### config.mk
export PLATFORM = sky130hd
export DESIGN_NAME = axi_slave_responder
export DESIGN_NICKNAME = d
export VERILOG_FILES = /design/src/rtl/axi_slave_responder_pkg.sv /design/src/rtl/stream_fifo.sv /design/src/rtl/axi_slave_responder.sv
export SDC_FILE = /design/constraint.sdc
export NUM_CORES = 1
export LEC_CHECK = 0
export CAP_MARGIN = 20
export CORE_MARGIN = 4
export CORE_UTILIZATION = 58
export DETAILED_ROUTE_END_ITERATION = 16
export HOLD_SLACK_MARGIN = 0.08
export PLACE_DENSITY_LB_ADDON = 0.3
export SLEW_MARGIN = 20
export SYNTH_ARGS = -nofsm -noshare
export SYNTH_HDL_FRONTEND = slang
export SYNTH_SLANG_ARGS = --single-unit
### constraint.sdc
create_clock -name clk_i -period 8.03 [get_ports clk_i]
set_input_delay 0.803 -clock clk_i [delete_from_list [all_inputs] [get_ports clk_i]]
set_output_delay 0.803 -clock clk_i [all_outputs]
set_load 0.05 [all_outputs]
### src/rtl/axi_slave_responder_pkg.sv
// rtl/axi_slave_responder_pkg.sv - shared AXI channel types, response codes and FSM encodings
package axi_slave_responder_pkg;

    localparam int AXI_DATA_W     = 32;
    localparam int AXI_ADDR_W     = 16;
    localparam int AXI_ID_W_W     = 5;
    localparam int AXI_ID_R_W     = 5;
    localparam int AXI_FIFO_DEPTH = 8;

    localparam logic [1:0] RESP_OKAY   = 2'b00;
    localparam logic [1:0] RESP_SLVERR = 2'b10;

    typedef struct packed {
        logic [AXI_ID_W_W-1:0]   awid;
        logic [AXI_ADDR_W-1:0]   awaddr;
        logic [7:0]              awlen;
        logic                    awvalid;
        logic [AXI_DATA_W-1:0]   wdata;
        logic [AXI_DATA_W/8-1:0] wstrb;
        logic                    wlast;
        logic                    wvalid;
        logic [AXI_ID_R_W-1:0]   arid;
        logic [AXI_ADDR_W-1:0]   araddr;
        logic [7:0]              arlen;
        logic                    arvalid;
        logic                    bready;
        logic                    rready;
    } axi_mosi_t;

    typedef struct packed {
        logic                  awready;
        logic                  wready;
        logic                  arready;
        logic [AXI_ID_W_W-1:0] bid;
        logic [1:0]            bresp;
        logic                  bvalid;
        logic [AXI_ID_R_W-1:0] rid;
        logic [AXI_DATA_W-1:0] rdata;
        logic [1:0]            rresp;
        logic                  rlast;
        logic                  rvalid;
    } axi_miso_t;

    typedef enum logic [0:0] {W_IDLE, W_DATA} w_state_e;
    typedef enum logic [1:0] {B_IDLE, B_DELAY, B_SEND} b_state_e;
    typedef enum logic [1:0] {R_IDLE, R_DELAY, R_DATA} r_state_e;

    // A burst is clean only if WLAST was never seen early and is present on the final beat
    function automatic logic [1:0] write_resp(input logic early_last, input logic final_last);
        return (early_last || !final_last) ? RESP_SLVERR : RESP_OKAY;
    endfunction

endpackage

### src/rtl/stream_fifo.sv
// rtl/stream_fifo.sv - valid/ready FIFO with registered occupancy and combinational head read
module stream_fifo #(
    parameter int WIDTH = 8,
    parameter int DEPTH = 8
) (
    input  logic             clk_i,
    input  logic             arstn_i,
    input  logic             valid_i,
    output logic             ready_o,
    input  logic [WIDTH-1:0] data_i,
    output logic             valid_o,
    input  logic             ready_i,
    output logic [WIDTH-1:0] data_o
);
    localparam int PW = (DEPTH > 1) ? $clog2(DEPTH) : 1;

    logic [WIDTH-1:0] mem_q [DEPTH];
    logic [PW-1:0]    wr_ptr_q;
    logic [PW-1:0]    rd_ptr_q;
    logic [PW:0]      cnt_q;
    logic             push;
    logic             pop;

    function automatic logic [PW-1:0] next_ptr(input logic [PW-1:0] p);
        return (p == PW'(DEPTH - 1)) ? '0 : p + PW'(1);
    endfunction

    assign ready_o = (cnt_q != (PW+1)'(DEPTH));
    assign valid_o = (cnt_q != '0);
    assign push    = valid_i && ready_o;
    assign pop     = valid_o && ready_i;
    assign data_o  = mem_q[rd_ptr_q];

    always_ff @(posedge clk_i or negedge arstn_i) begin
        if (!arstn_i) begin
            wr_ptr_q <= '0;
            rd_ptr_q <= '0;
            cnt_q    <= '0;
        end else begin
            if (push) wr_ptr_q <= next_ptr(wr_ptr_q);
            if (pop)  rd_ptr_q <= next_ptr(rd_ptr_q);
            case ({push, pop})
                2'b10:   cnt_q <= cnt_q + 1'b1;
                2'b01:   cnt_q <= cnt_q - 1'b1;
                default: cnt_q <= cnt_q;
            endcase
        end
    end

    always_ff @(posedge clk_i) begin
        if (push) mem_q[wr_ptr_q] <= data_i;
    end

endmodule

### src/rtl/axi_slave_responder.sv
// rtl/axi_slave_responder.sv - memoryless AXI4 subordinate answering B/R after a programmable delay
module axi_slave_responder
    import axi_slave_responder_pkg::*;
#(
    parameter int DATA_WIDTH = AXI_DATA_W,
    parameter int ADDR_WIDTH = AXI_ADDR_W,
    parameter int ID_W_WIDTH = AXI_ID_W_W,
    parameter int ID_R_WIDTH = AXI_ID_R_W,
    parameter int FIFO_DEPTH = AXI_FIFO_DEPTH
) (
    input  logic        clk_i,
    input  logic        arstn_i,
    input  logic [7:0]  resp_delay_i,
    input  axi_mosi_t   s_axi_i,
    output axi_miso_t   s_axi_o,
    output logic [15:0] wr_count_o,
    output logic [15:0] rd_count_o,
    output logic        idle_o
);
    localparam int AW_Q_W = ID_W_WIDTH + 8;
    localparam int B_Q_W  = ID_W_WIDTH + 2;
    localparam int AR_Q_W = ID_R_WIDTH + ADDR_WIDTH + 8;

    logic                  active_q;
    logic                  aw_q_ready, aw_q_valid, aw_pop;
    logic [AW_Q_W-1:0]     aw_q_head;
    logic                  b_q_ready, b_q_valid;
    logic [B_Q_W-1:0]      b_q_head, b_q_in;
    logic                  ar_q_ready, ar_q_valid, ar_pop;
    logic [AR_Q_W-1:0]     ar_q_head;

    w_state_e              w_state_q;
    logic                  wready_q;
    logic [7:0]            w_cnt_q;
    logic                  w_err_q;
    b_state_e              b_state_q;
    logic                  bvalid_q;
    logic [7:0]            b_dly_q;
    logic [15:0]           wr_count_q;
    r_state_e              r_state_q;
    logic                  rvalid_q;
    logic [7:0]            r_dly_q;
    logic [7:0]            r_cnt_q;
    logic [15:0]           rd_count_q;

    logic                  w_hs, w_final, b_hs, r_hs, r_final;
    logic [7:0]            aw_head_len, ar_head_len;
    logic [ID_W_WIDTH-1:0] aw_head_id, b_head_id;
    logic [1:0]            b_head_resp;
    logic [ID_R_WIDTH-1:0] ar_head_id;
    logic [ADDR_WIDTH-1:0] ar_head_addr;
    logic [DATA_WIDTH-1:0] r_data;
    logic                  unused_in;

    assign unused_in = ^{s_axi_i.awaddr, s_axi_i.wdata, s_axi_i.wstrb};

    // Address readies stay low while reset is held even though the queues report space
    always_ff @(posedge clk_i or negedge arstn_i) begin
        if (!arstn_i) active_q <= 1'b0;
        else          active_q <= 1'b1;
    end

    stream_fifo #(.WIDTH(AW_Q_W), .DEPTH(FIFO_DEPTH)) u_aw_q (
        .clk_i(clk_i), .arstn_i(arstn_i),
        .valid_i(s_axi_i.awvalid && active_q), .ready_o(aw_q_ready),
        .data_i({s_axi_i.awid, s_axi_i.awlen}),
        .valid_o(aw_q_valid), .ready_i(aw_pop), .data_o(aw_q_head)
    );

    stream_fifo #(.WIDTH(B_Q_W), .DEPTH(FIFO_DEPTH)) u_b_q (
        .clk_i(clk_i), .arstn_i(arstn_i),
        .valid_i(aw_pop), .ready_o(b_q_ready), .data_i(b_q_in),
        .valid_o(b_q_valid), .ready_i(b_hs), .data_o(b_q_head)
    );

    stream_fifo #(.WIDTH(AR_Q_W), .DEPTH(FIFO_DEPTH)) u_ar_q (
        .clk_i(clk_i), .arstn_i(arstn_i),
        .valid_i(s_axi_i.arvalid && active_q), .ready_o(ar_q_ready),
        .data_i({s_axi_i.arid, s_axi_i.araddr, s_axi_i.arlen}),
        .valid_o(ar_q_valid), .ready_i(ar_pop), .data_o(ar_q_head)
    );

    assign aw_head_id   = aw_q_head[AW_Q_W-1:8];
    assign aw_head_len  = aw_q_head[7:0];
    assign b_head_id    = b_q_head[B_Q_W-1:2];
    assign b_head_resp  = b_q_head[1:0];
    assign ar_head_id   = ar_q_head[AR_Q_W-1:ADDR_WIDTH+8];
    assign ar_head_addr = ar_q_head[ADDR_WIDTH+7:8];
    assign ar_head_len  = ar_q_head[7:0];

    assign w_hs    = wready_q && s_axi_i.wvalid;
    assign w_final = (w_cnt_q == aw_head_len);
    assign aw_pop  = w_hs && w_final;
    assign b_q_in  = {aw_head_id, write_resp(w_err_q, s_axi_i.wlast)};
    assign b_hs    = bvalid_q && s_axi_i.bready;
    assign r_hs    = rvalid_q && s_axi_i.rready;
    assign r_final = (r_cnt_q == ar_head_len);
    assign ar_pop  = r_hs && r_final;
    assign r_data  = DATA_WIDTH'(32'h30) + DATA_WIDTH'(ar_head_addr >> 2) + DATA_WIDTH'(r_cnt_q);

    always_ff @(posedge clk_i or negedge arstn_i) begin
        if (!arstn_i) begin
            w_state_q <= W_IDLE;
            wready_q  <= 1'b0;
            w_cnt_q   <= '0;
            w_err_q   <= 1'b0;
        end else begin
            case (w_state_q)
                W_IDLE: if (aw_q_valid && b_q_ready) begin
                    w_state_q <= W_DATA;
                    wready_q  <= 1'b1;
                end
                W_DATA: if (w_hs) begin
                    if (w_final) begin
                        w_state_q <= W_IDLE;
                        wready_q  <= 1'b0;
                        w_cnt_q   <= '0;
                        w_err_q   <= 1'b0;
                    end else begin
                        w_cnt_q <= w_cnt_q + 8'd1;
                        w_err_q <= w_err_q | s_axi_i.wlast;
                    end
                end
                default: w_state_q <= W_IDLE;
            endcase
        end
    end

    always_ff @(posedge clk_i or negedge arstn_i) begin
        if (!arstn_i) begin
            b_state_q  <= B_IDLE;
            bvalid_q   <= 1'b0;
            b_dly_q    <= '0;
            wr_count_q <= '0;
        end else begin
            case (b_state_q)
                B_IDLE: if (b_q_valid) begin
                    if (resp_delay_i == 8'd0) begin
                        b_state_q <= B_SEND;
                        bvalid_q  <= 1'b1;
                    end else begin
                        b_state_q <= B_DELAY;
                        b_dly_q   <= resp_delay_i;
                    end
                end
                B_DELAY: if (b_dly_q <= 8'd1) begin
                    b_state_q <= B_SEND;
                    bvalid_q  <= 1'b1;
                end else begin
                    b_dly_q <= b_dly_q - 8'd1;
                end
                B_SEND: if (s_axi_i.bready) begin
                    b_state_q  <= B_IDLE;
                    bvalid_q   <= 1'b0;
                    wr_count_q <= wr_count_q + 16'd1;
                end
                default: b_state_q <= B_IDLE;
            endcase
        end
    end

    always_ff @(posedge clk_i or negedge arstn_i) begin
        if (!arstn_i) begin
            r_state_q  <= R_IDLE;
            rvalid_q   <= 1'b0;
            r_dly_q    <= '0;
            r_cnt_q    <= '0;
            rd_count_q <= '0;
        end else begin
            case (r_state_q)
                R_IDLE: if (ar_q_valid) begin
                    if (resp_delay_i == 8'd0) begin
                        r_state_q <= R_DATA;
                        rvalid_q  <= 1'b1;
                    end else begin
                        r_state_q <= R_DELAY;
                        r_dly_q   <= resp_delay_i;
                    end
                end
                R_DELAY: if (r_dly_q <= 8'd1) begin
                    r_state_q <= R_DATA;
                    rvalid_q  <= 1'b1;
                end else begin
                    r_dly_q <= r_dly_q - 8'd1;
                end
                R_DATA: if (r_hs) begin
                    if (r_final) begin
                        r_state_q  <= R_IDLE;
                        rvalid_q   <= 1'b0;
                        r_cnt_q    <= '0;
                        rd_count_q <= rd_count_q + 16'd1;
                    end else begin
                        r_cnt_q <= r_cnt_q + 8'd1;
                    end
                end
                default: r_state_q <= R_IDLE;
            endcase
        end
    end

    // Response payload fields read as zero whenever their valid is low
    always_comb begin
        s_axi_o         = '0;
        s_axi_o.awready = aw_q_ready && active_q;
        s_axi_o.wready  = wready_q;
        s_axi_o.arready = ar_q_ready && active_q;
        s_axi_o.bvalid  = bvalid_q;
        s_axi_o.rvalid  = rvalid_q;
        if (bvalid_q) begin
            s_axi_o.bid   = b_head_id;
            s_axi_o.bresp = b_head_resp;
        end
        if (rvalid_q) begin
            s_axi_o.rid   = ar_head_id;
            s_axi_o.rdata = r_data;
            s_axi_o.rresp = RESP_OKAY;
            s_axi_o.rlast = r_final;
        end
    end

    assign wr_count_o = wr_count_q;
    assign rd_count_o = rd_count_q;
    assign idle_o     = !aw_q_valid && !b_q_valid && !ar_q_valid &&
                        (w_state_q == W_IDLE) && (b_state_q == B_IDLE) && (r_state_q == R_IDLE);

endmodule

==> impl_results.md, run 1 <==
- Outcome: finished, final reports clean
- Commonest cells post-synth: edfxtp_1 (368), dfrtp_1 (104), nor2_1 (88)
- Yosys reg bits: 472
- Crit start category: flip-flop
- Initial DRC count: 783
- Ranking of synthesized cells by area: edfxtp_1 (54%), dfrtp_1 (13%), mux4_2 (8.6%)
- Core Rows: 68
- Setup Buffers After CTS: 0
- I/O pin total: 195
- Synthesis-to-layout area growth: 15.8%
- Fraction of layout cells with a size suffix above 1: 0.167
- Largest net degree at the start of global routing: 56
- Worst-skew pair later-pin latency: 550 ps
- Die height: 195 um
- Post-synthesis sequential area ratio: 0.671
- Syn Inst Count: 1288
- Nets@finish: 1584
- Max-cap violations: 0
- Final Slew Violations: 0
- Critical path class: reg -> out
- Synth unique cells: 53
- Hold_buf cts: 0
- Multi-input gate area: 0.00642 sq mm
- Setup WS pre-CTS: 2370 ps
- Drt pass-1 iters: 7
- Part of the power in combinational logic: 0.227
- Clk_skew: 19.2 ps
- Die area: 0.0382 sq mm
- FFs w/ async S/R, synth: 0.220
- Filler Cells Inserted: 2276
- Vias/cell: 5.92
- Synth Cell Area: 0.0204 sq mm
- Port bufs: 120
- Global-route wire length before repair: 64300 um
- Primary flip-flop cell chosen by synthesis mapping: edfxtp_1
- Clock root buffer: clkbuf_16
- Slowest Stage Delay on Critical Path: 820 ps
- GR Layer Usage met2: 0.343
- CP dominant cell by count: ha_1
- Switching pwr: 2100 uW
- Min-Delay Path Class: in -> async
- H-tree depth: 2
- Routed wire length: 40500 um
- Met3 usage: 0.0373
- Post-cts repair resize count: 0
- RD Place Congestion: 0.813
- Crit path from: u_ar_q.rd_ptr_q[0]
- CTS sink count: 472
- Remaining DRCs: 0
- Post-Place Cell Area: 0.0221 sq mm
- Vias in the first global route: 11500
- Min Tclk post-route: 6220 ps
- Sw Ratio: 0.304
- Setup crit end kind: output pin
- RR Startpoint: u_ar_q.rd_ptr_q[2]
- Power Density: 292 mW/mm^2
- ANT cells: 0
- Setup violations, final: 0
- Antenna violations before repair: 2
- Post-DR wirelength/cell: 21.1 um
- CP Cell Sequence: buf_4 -> mux4_2 -> mux2_2 -> ha_1 -> ha_1 -> a21o_1 -> a21oi_1 -> nor2b_1 -> o21a_1 -> o2111ai_1 -> xnor2_1 -> nor2_1 -> clkdlybuf4s50_1
- Worst-path clk slew: 60 ps
- Largest area contributor in the netlist: edfxtp_1
- Post-synth EDFFs: 368
- CTS Buf Count: 47
- Final Hold Violating Endpoints: 0
- Setup TNS: 0 ps
- Count leader, synth: edfxtp_1
- Core area: 0.0346 sq mm
- Met1 usage: 0.307
- Final period util: 0.774
- RSZ-0062 raised after global routing: no
- Die width: 195 um
- Synth warnings: 0
- Setup WS post-layout: 1810 ps
- Fin util: 0.681
- Share of power burned in registers: 0.462
- Most used routing layer: met2
- Worst EP required: 7230 ps
- Clock Path Buffers: 3
- Average size of a mapped cell: 15.8 sq um
- Internal cell power: 4800 uW
- Worst path slowest cell: clkdlybuf4s50_1
- Storage cell area: 0.0137 sq mm
- Measured slew at the worst slew-check pin: 926 ps
- Critical Path Fanout Max: 28
- Synth top area share: 0.543
- Crit path DAT: 5410 ps
- Antenna violation net count after detailed routing: 0
- Tot GR Track Use: 0.212
- Via count: 11400
- Initial Util: 0.588
- Pleak: 0.00831 uW
- Post-DP HPWL: 24300 um
- Post-route cell area: 0.0236 sq mm
- Fmax: 0.161 GHz
- TritonCTS clock tree: built
- GR Overflow Total: 0
- Clk pwr share: 0.311
- VDD IR max: 0.000188 V
- Slew HR: 0.382
per-layer routing:
metal	part of all wire	vias up
met5	0.00084	-
met4	0.019	4
met3	0.055	68
met2	0.49	343
met1	0.44	5760
li1	-	5193
power by group through the flow:
stage / Clock (uW) / Sequential (uW) / Combinational [uW]
floorplan: 0 / 3140 / 1170
global placement: 0 / 3210 / 1520
detailed placement: 0 / 3230 / 1560
CTS: 2190 / 3190 / 1570
global route: 2300 / 3230 / 1710
finish: 2140 / 3190 / 1560
metrics by stage:
stage	hold WS, ps	std cells	total power (uW)
floorplan	454	1307	4310
global placement	454	1834	4730
detailed placement	468	1834	4790
CTS	272	1919	6950
global route	310	1919	7230
finish	260	1919	6890
layout make-up:
cell class | count | area share
clock buffer | 63 | 0.0533
clock inverter | 22 | 0.0102
inverter | 21 | 0.00334
multi-input combinational | 746 | 0.272
sequential | 472 | 0.579
tap | 455 | 0.0242
timing repair buffer | 140 | 0.0572
layout by cell type (no fill, tap or decap), drive strengths merged, types with 13 or more instances in the layout:
cell	Yosys	final
conb	2	21
clkinv	1	16
nor2b	17	17
nor4	16	16
clkdlybuf4s50	0	119
nand2	52	52
nand2b	13	13
nor3	42	42
inv	20	22
ha	45	45
nand3	31	31
nor2	88	88
o21ai	50	50
xnor2	26	26
mux4	78	78
edfxtp	368	368
mux2i	41	41
a21oi	29	29
mux2	50	50
buf	45	21
clkbuf	23	63
xor2	39	39
dfrtp	104	104
flip-flops by register name, summed over array words and instances (netlist names), 4 cells and up:
name	flops
b_dly_q	8
r_cnt_q	8
r_dly_q	8
rd_count_o	16
u_ar_q.cnt_q	4
u_ar_q.mem_q	216
u_aw_q.cnt_q	4
u_aw_q.mem_q	104
u_b_q.cnt_q	4
u_b_q.mem_q	48
w_cnt_q	8
wr_count_o	16
critical path, delay by kind of cell (launching register included):
family	cells	cell delay, ps
AOI/OAI and AO/OA	4	790
xor gates and xnor gates	1	90
adders and majority gates	2	620
buffers and inverters	2	1430
DFF	1	810
muxes	2	900
and+or+nand+nor	2	180
worst paths after layout:
| check | end | slack, ps | cells past startpoint |
|---|---|---|---|
| setup reg to reg | u_ar_q.cnt_q[2] | 3140 | 15 |
| setup / recovery | s_axi_o[15] | 1810 | 13 |
| hold reg to reg | rd_count_o[15] | 470 | 1 |
| hold / removal | rd_count_o[15] | 260 | 1 |
| min in group clk_i | rd_count_o[15] | 470 | 1 |
| max in group asynchronous | u_ar_q.rd_ptr_q[2] | 6560 | 2 |
kinds of logic (layout without fill, tap and decap cells):
group                    Yosys count  after routing  synth area share
AO/OA/AOI/OAI                    133            133            0.0391
multiplexers                     169            169             0.135
flip-flops                       472            472             0.671
AND/OR/NAND/NOR                  312            312            0.0766
XOR/XNOR                          65             65            0.0280
other                              2             21          0.000369
buffers and inverters             89            246            0.0221
adder cells (fa/ha/maj)           46             46            0.0286
Note: power is estimated with default switching activity, not from simulation.
==> inputs of run 2 (changes only) <==
--- a/config.mk
+++ b/config.mk
@@ -7,7 +7,7 @@
 export LEC_CHECK = 0
 export CAP_MARGIN = 20
 export CORE_MARGIN = 4
-export CORE_UTILIZATION = 58
+export CORE_UTILIZATION = 52
 export DETAILED_ROUTE_END_ITERATION = 16
 export HOLD_SLACK_MARGIN = 0.08
 export PLACE_DENSITY_LB_ADDON = 0.3
==> constraint.sdc (replaced) <==
create_clock -name clk_i -period 5.3 [get_ports clk_i]
set_input_delay 0.53 -clock clk_i [delete_from_list [all_inputs] [get_ports clk_i]]
set_output_delay 0.53 -clock clk_i [all_outputs]
set_load 0.05 [all_outputs]
==> impl_results.md, run 2 (synthesized netlist as in run 1, its figures left out) <==
- Outcome: finished, final reports clean
- Worst-skew pair later-pin latency: 590 ps
- Sw Ratio: 0.303
- Internal cell power: 7520 uW
- I/O pin total: 195
- Clk_skew: 27.2 ps
- Critical path class: reg -> out
- Tot GR Track Use: 0.194
- Setup violations, final: 0
- Global-route wire length before repair: 63600 um
- CTS Buf Count: 49
- Routed wire length: 40600 um
- Setup WS post-layout: 210 ps
- Remaining DRCs: 0
- Final Slew Violations: 0
- Min Tclk post-route: 5090 ps
- TritonCTS clock tree: built
- Die height: 206 um
- GR Overflow Total: 0
- Fmax: 0.196 GHz
- Antenna violations before repair: 2
- Part of the power in combinational logic: 0.221
- Power Density: 451 mW/mm^2
- Via count: 11200
- RD Place Congestion: 0.810
- Core area: 0.0386 sq mm
- Synthesis-to-layout area growth: 17.6%
- Most flops, register: u_ar_q.mem_q
- Worst-path clk slew: 60 ps
- H-tree depth: 2
- Clock root buffer: clkbuf_16
- Final period util: 0.960
- Setup Buffers After CTS: 0
- Antenna violation net count after detailed routing: 0
- Clk pwr share: 0.331
- Setup WS pre-CTS: 643 ps
- RSZ-0062 raised after global routing: no
- Critical Path Fanout Max: 18
- ANT cells: 0
- Die area: 0.0424 sq mm
- Initial Util: 0.527
- Pleak: 0.00847 uW
- Crit start category: flip-flop
- Max-cap violations: 0
- CTS sink count: 472
- Crit path DAT: 4560 ps
- Worst EP required: 4770 ps
- Drt pass-1 iters: 5
- Commonest non-fill, non-tap cell in the layout: edfxtp_1
- Setup TNS: 0 ps
- Total chip power: 10800 uW
- Initial DRC count: 859
- Post-DR wirelength/cell: 20.3 um
- Measured slew at the worst slew-check pin: 996 ps
- VDD IR max: 0.000351 V
- Fraction of layout cells with a size suffix above 1: 0.184
- Clock Path Buffers: 3
- Port bufs: 120
- Setup crit end kind: output pin
- Share of power burned in registers: 0.448
- Fin util: 0.620
- Post-DP HPWL: 25000 um
- Switching pwr: 3270 uW
- Vias in the first global route: 11400
- Final Hold Violating Endpoints: 0
- Nets@finish: 1594
- Die width: 206 um
- Slew HR: 0.336
- Max reg flops: 216
- Min-Delay Path Class: in -> async
- Largest net degree at the start of global routing: 69
- Vias/cell: 5.63
- Most frequent cells in the layout: edfxtp_1 (368), clkdlybuf4s50_1 (111), dfrtp_1 (101), nor2_1 (82), mux4_2 (78)
- Core Rows: 72
- Leading registers by flop count: u_ar_q.mem_q (216), u_aw_q.mem_q (104), u_b_q.mem_q (48)
-- run 2: final cells by class --
class,instances,area [sq um]
clock buffer,56,1290
tap,518,648
multi-input combinational,746,6430
sequential,472,13700
fill,2785,14700
inverter,21,78.8
timing repair buffer,148,1430
clock inverter,36,413
-- run 2: critical path, cell delays in order (launching register included) --
cell and delay (ps):
dfrtp_4 620, buf_4 240, mux4_2 500, mux2_2 280, ha_1 180, ha_1 200, fa_1 400, a21o_1 190
a21oi_1 180, nor2b_1 90, nor3_1 240, clkdlybuf4s50_1 860
-- run 2: path summary, 6_finish.rpt --
kind	cells after the start	startpoint	endpoint	slack, ps
hold reg to reg	1	rd_count_o[15]	rd_count_o[15]	460
setup reg to reg	15	u_ar_q.rd_ptr_q[2]	u_ar_q.cnt_q[2]	850
hold / removal	1	arstn_i	rd_count_o[15]	80
max in group asynchronous	2	arstn_i	w_cnt_q[5]	4180
min in group clk_i	1	rd_count_o[15]	rd_count_o[15]	460
setup / recovery	11	u_ar_q.rd_ptr_q[0]	s_axi_o[9]	210
-- run 2: per-stage QoR --
stage / std cells / hold slack, ps / instance area, sq um
6_report: 1997 / 83.1 / 23900
5_1_grt: 1997 / 151 / 23900
4_1_cts: 1997 / 94.6 / 23900
3_5_place_dp: 1905 / 462 / 22200
3_3_place_gp: 1905 / 456 / 22200
2_1_floorplan: 1307 / 234 / 20400
-- run 2: power by group through the flow --
stage | registers, uW | logic [uW] | clock network [uW]
5_1_grt | 4890 | 2630 | 3800
4_1_cts | 4830 | 2410 | 3650
3_5_place_dp | 4900 | 2400 | 0
3_3_place_gp | 4880 | 2330 | 0
6_report | 4830 | 2390 | 3570
2_1_floorplan | 4760 | 1770 | 0
-- run 2: repair_timing --
action,in CTS,in global routing
setup endpoints to repair,1,2
hold buffers,0,0
resized for setup,1,2
-- run 2: per-layer routing --
layer	routed length, um	part of all wire	track usage	up-vias
met5	29	0.00072	0	-
met2	19500	0.48	0.313	292
met1	17900	0.44	0.277	5685
met4	769	0.019	0.0530	4
met3	2270	0.056	0.0344	52
li1	-	-	-	5209
==> inputs of run 3 (changes only) <==
--- a/config.mk
+++ b/config.mk
@@ -7,7 +7,7 @@
 export LEC_CHECK = 0
 export CAP_MARGIN = 20
 export CORE_MARGIN = 4
-export CORE_UTILIZATION = 52
+export CORE_UTILIZATION = 58
 export DETAILED_ROUTE_END_ITERATION = 16
 export HOLD_SLACK_MARGIN = 0.08
 export PLACE_DENSITY_LB_ADDON = 0.3
==> constraint.sdc (replaced) <==
create_clock -name clk_i -period 6.1 [get_ports clk_i]
set_input_delay 0.61 -clock clk_i [delete_from_list [all_inputs] [get_ports clk_i]]
set_output_delay 0.61 -clock clk_i [all_outputs]
set_load 0.05 [all_outputs]
==> impl_results.md, run 3 (synthesized netlist as in run 1, its figures left out) <==
- H-tree depth: 2
- Power Density: 392 mW/mm^2
- Sw Ratio: 0.296
- WP buf/inv: 1
- Global-route wire length before repair: 64200 um
- Fraction of layout cells with a size suffix above 1: 0.172
- Die width: 195 um
- Filler Cells Inserted: 2278
- Internal cell power: 6580 uW
- TritonCTS clock tree: built
- Critical Path Fanout Max: 19
- CTS sink count: 472
- Die height: 195 um
- Initial DRC count: 806
- Clock root buffer: clkbuf_16
- Pleak: 0.00844 uW
- Switching pwr: 2760 uW
- RD Place Congestion: 0.834
- Most frequent cells in the layout: edfxtp_1 (368), clkdlybuf4s50_1 (119), dfrtp_1 (101), nor2_1 (82), mux4_2 (78)
- Slew HR: 0.315
- Setup Buffers After CTS: 0
- Initial Util: 0.588
- Core Rows: 68
- VDD IR max: 0.000292 V
- Port bufs: 120
- Leading registers by flop count: u_ar_q.mem_q (216), u_aw_q.mem_q (104), u_b_q.mem_q (48)
- CP dominant cell by count: ha_1
- Setup TNS: 0 ps
- Die area: 0.0382 sq mm
- RR Startpoint: u_ar_q.rd_ptr_q[2]
- Min Tclk post-route: 5730 ps
- Commonest non-fill, non-tap cell in the layout: edfxtp_1
- Clk pwr share: 0.331
- Part of the power in combinational logic: 0.220
- Worst EP required: 5490 ps
- Clock Path Buffers: 3
- Nets@finish: 1594
- Crit start category: flip-flop
- Antenna violation net count after detailed routing: 0
- Setup violations, final: 0
- Share of power burned in registers: 0.449
- Core area: 0.0346 sq mm
- Tot GR Track Use: 0.212
- Worst hold slack: 470 ps
- GR Overflow Total: 0
- Worst path slowest cell: clkdlybuf4s50_1
- I/O pin total: 195
- Worst hold start: rd_count_o[15]
- Antenna violations before repair: 2
- Post-cts repair resize count: 0
- Max-cap violations: 0
- Setup crit end kind: output pin
- ANT cells: 0
- Final Hold Violating Endpoints: 0
- Drt pass-1 iters: 5
- Measured slew at the worst slew-check pin: 1030 ps
- Critical path class: reg -> out
- Worst-path clk slew: 60 ps
- CP top delay family: adder cells
- Post-DR wirelength/cell: 20.9 um
- Min-Delay Path Class: reg -> reg
- Via count: 11400
- Hold_buf cts: 1
- Largest net degree at the start of global routing: 56
- Vias in the first global route: 11600
- Slowest Stage Delay on Critical Path: 850 ps
- CP Cell Sequence: mux4_2 -> mux2_2 -> ha_1 -> ha_1 -> fa_1 -> a21o_1 -> a21oi_1 -> nor2b_1 -> o21a_1 -> o211ai_1 -> xnor2_1 -> nor2_1 -> clkdlybuf4s50_1
- Most flops, register: u_ar_q.mem_q
- Final Slew Violations: 0
- Worst-skew pair later-pin latency: 560 ps
- CTS Buf Count: 48
- Post-DP HPWL: 25300 um
- RSZ-0062 raised after global routing: no
- Fmax: 0.175 GHz
- Max reg flops: 216
- Remaining DRCs: 0
- Clk_skew: 14.5 ps
- Outcome: finished, final reports clean
- Vias/cell: 5.90
- Crit path DAT: 5120 ps
- Routed wire length: 40400 um
- Final period util: 0.939
- Crit path from: u_ar_q.rd_ptr_q[0]
- Synthesis-to-layout area growth: 17.0%
==> run 3: cell types whose count changed in the layout (fill, tap and decap cells not counted), sizes merged <==
| cell | previous run | this run |
|---|---|---|
| buf | 36 | 29 |
| bufinv | 8 | 10 |
| clkbuf | 56 | 65 |
| clkdlybuf4s50 | 111 | 119 |
| clkinv | 24 | 13 |
| clkinvlp | 4 | 0 |
| dlygate4sd2 | 1 | 0 |
| dlygate4sd3 | 0 | 1 |
| inv | 21 | 22 |
==> run 3: worst paths after layout <==
check | to | slack [ps] | cells after the start
worst max-delay path | s_axi_o[17] | 370 | 13
worst min-delay path | rd_count_o[15] | 470 | 1
worst max register to register | u_ar_q.cnt_q[2] | 1800 | 16
worst min register to register | rd_count_o[15] | 470 | 1
max in group asynchronous | u_ar_q.rd_ptr_q[1] | 4260 | 3
min in group asynchronous | rd_count_o[14] | 600 | 2
==> run 3: stage by stage <==
step,instances,utilization,total power (uW),setup slack [ps],instance area (sq um)
after floorplan,1307,-,5670,548,20400
after detailed placement,1842,0.639,6310,980,22100
final,1932,0.688,9350,374,23800
after global placement,1842,0.639,6230,1000,22100
after CTS,1932,0.688,9420,312,23800
after global routing,1932,0.688,9810,123,23800
==> run 3: final cells by class <==
cell class / instances / area (sq um) / share of cell area
inverter: 21 / 78.8 / 0.00331
timing repair buffer: 149 / 1430 / 0.0601
multi-input combinational: 746 / 6400 / 0.269
tap: 455 / 569 / 0.0239
clock inverter: 24 / 372 / 0.0156
clock buffer: 65 / 1310 / 0.0548
sequential: 472 / 13700 / 0.573
==> run 3: routing by layer <==
| layer | wire, um | GRT usage | vias to the layer above |
|---|---|---|---|
| li1 | - | - | 5215 |
| met1 | 17400 | 0.305 | 5767 |
| met2 | 19700 | 0.344 | 356 |
| met3 | 2480 | 0.0392 | 63 |
| met4 | 768 | 0.0540 | 4 |
| met5 | 24 | 0 | - |
==> run 3: power groups by stage <==
| stage | Clock (uW) | Sequential [uW] | Combinational (uW) |
|---|---|---|---|
| after global routing | 3310 | 4250 | 2260 |
| after CTS | 3160 | 4200 | 2070 |
| after global placement | 0 | 4240 | 2000 |
| after floorplan | 0 | 4130 | 1540 |
| after detailed placement | 0 | 4260 | 2060 |
| final | 3100 | 4190 | 2050 |
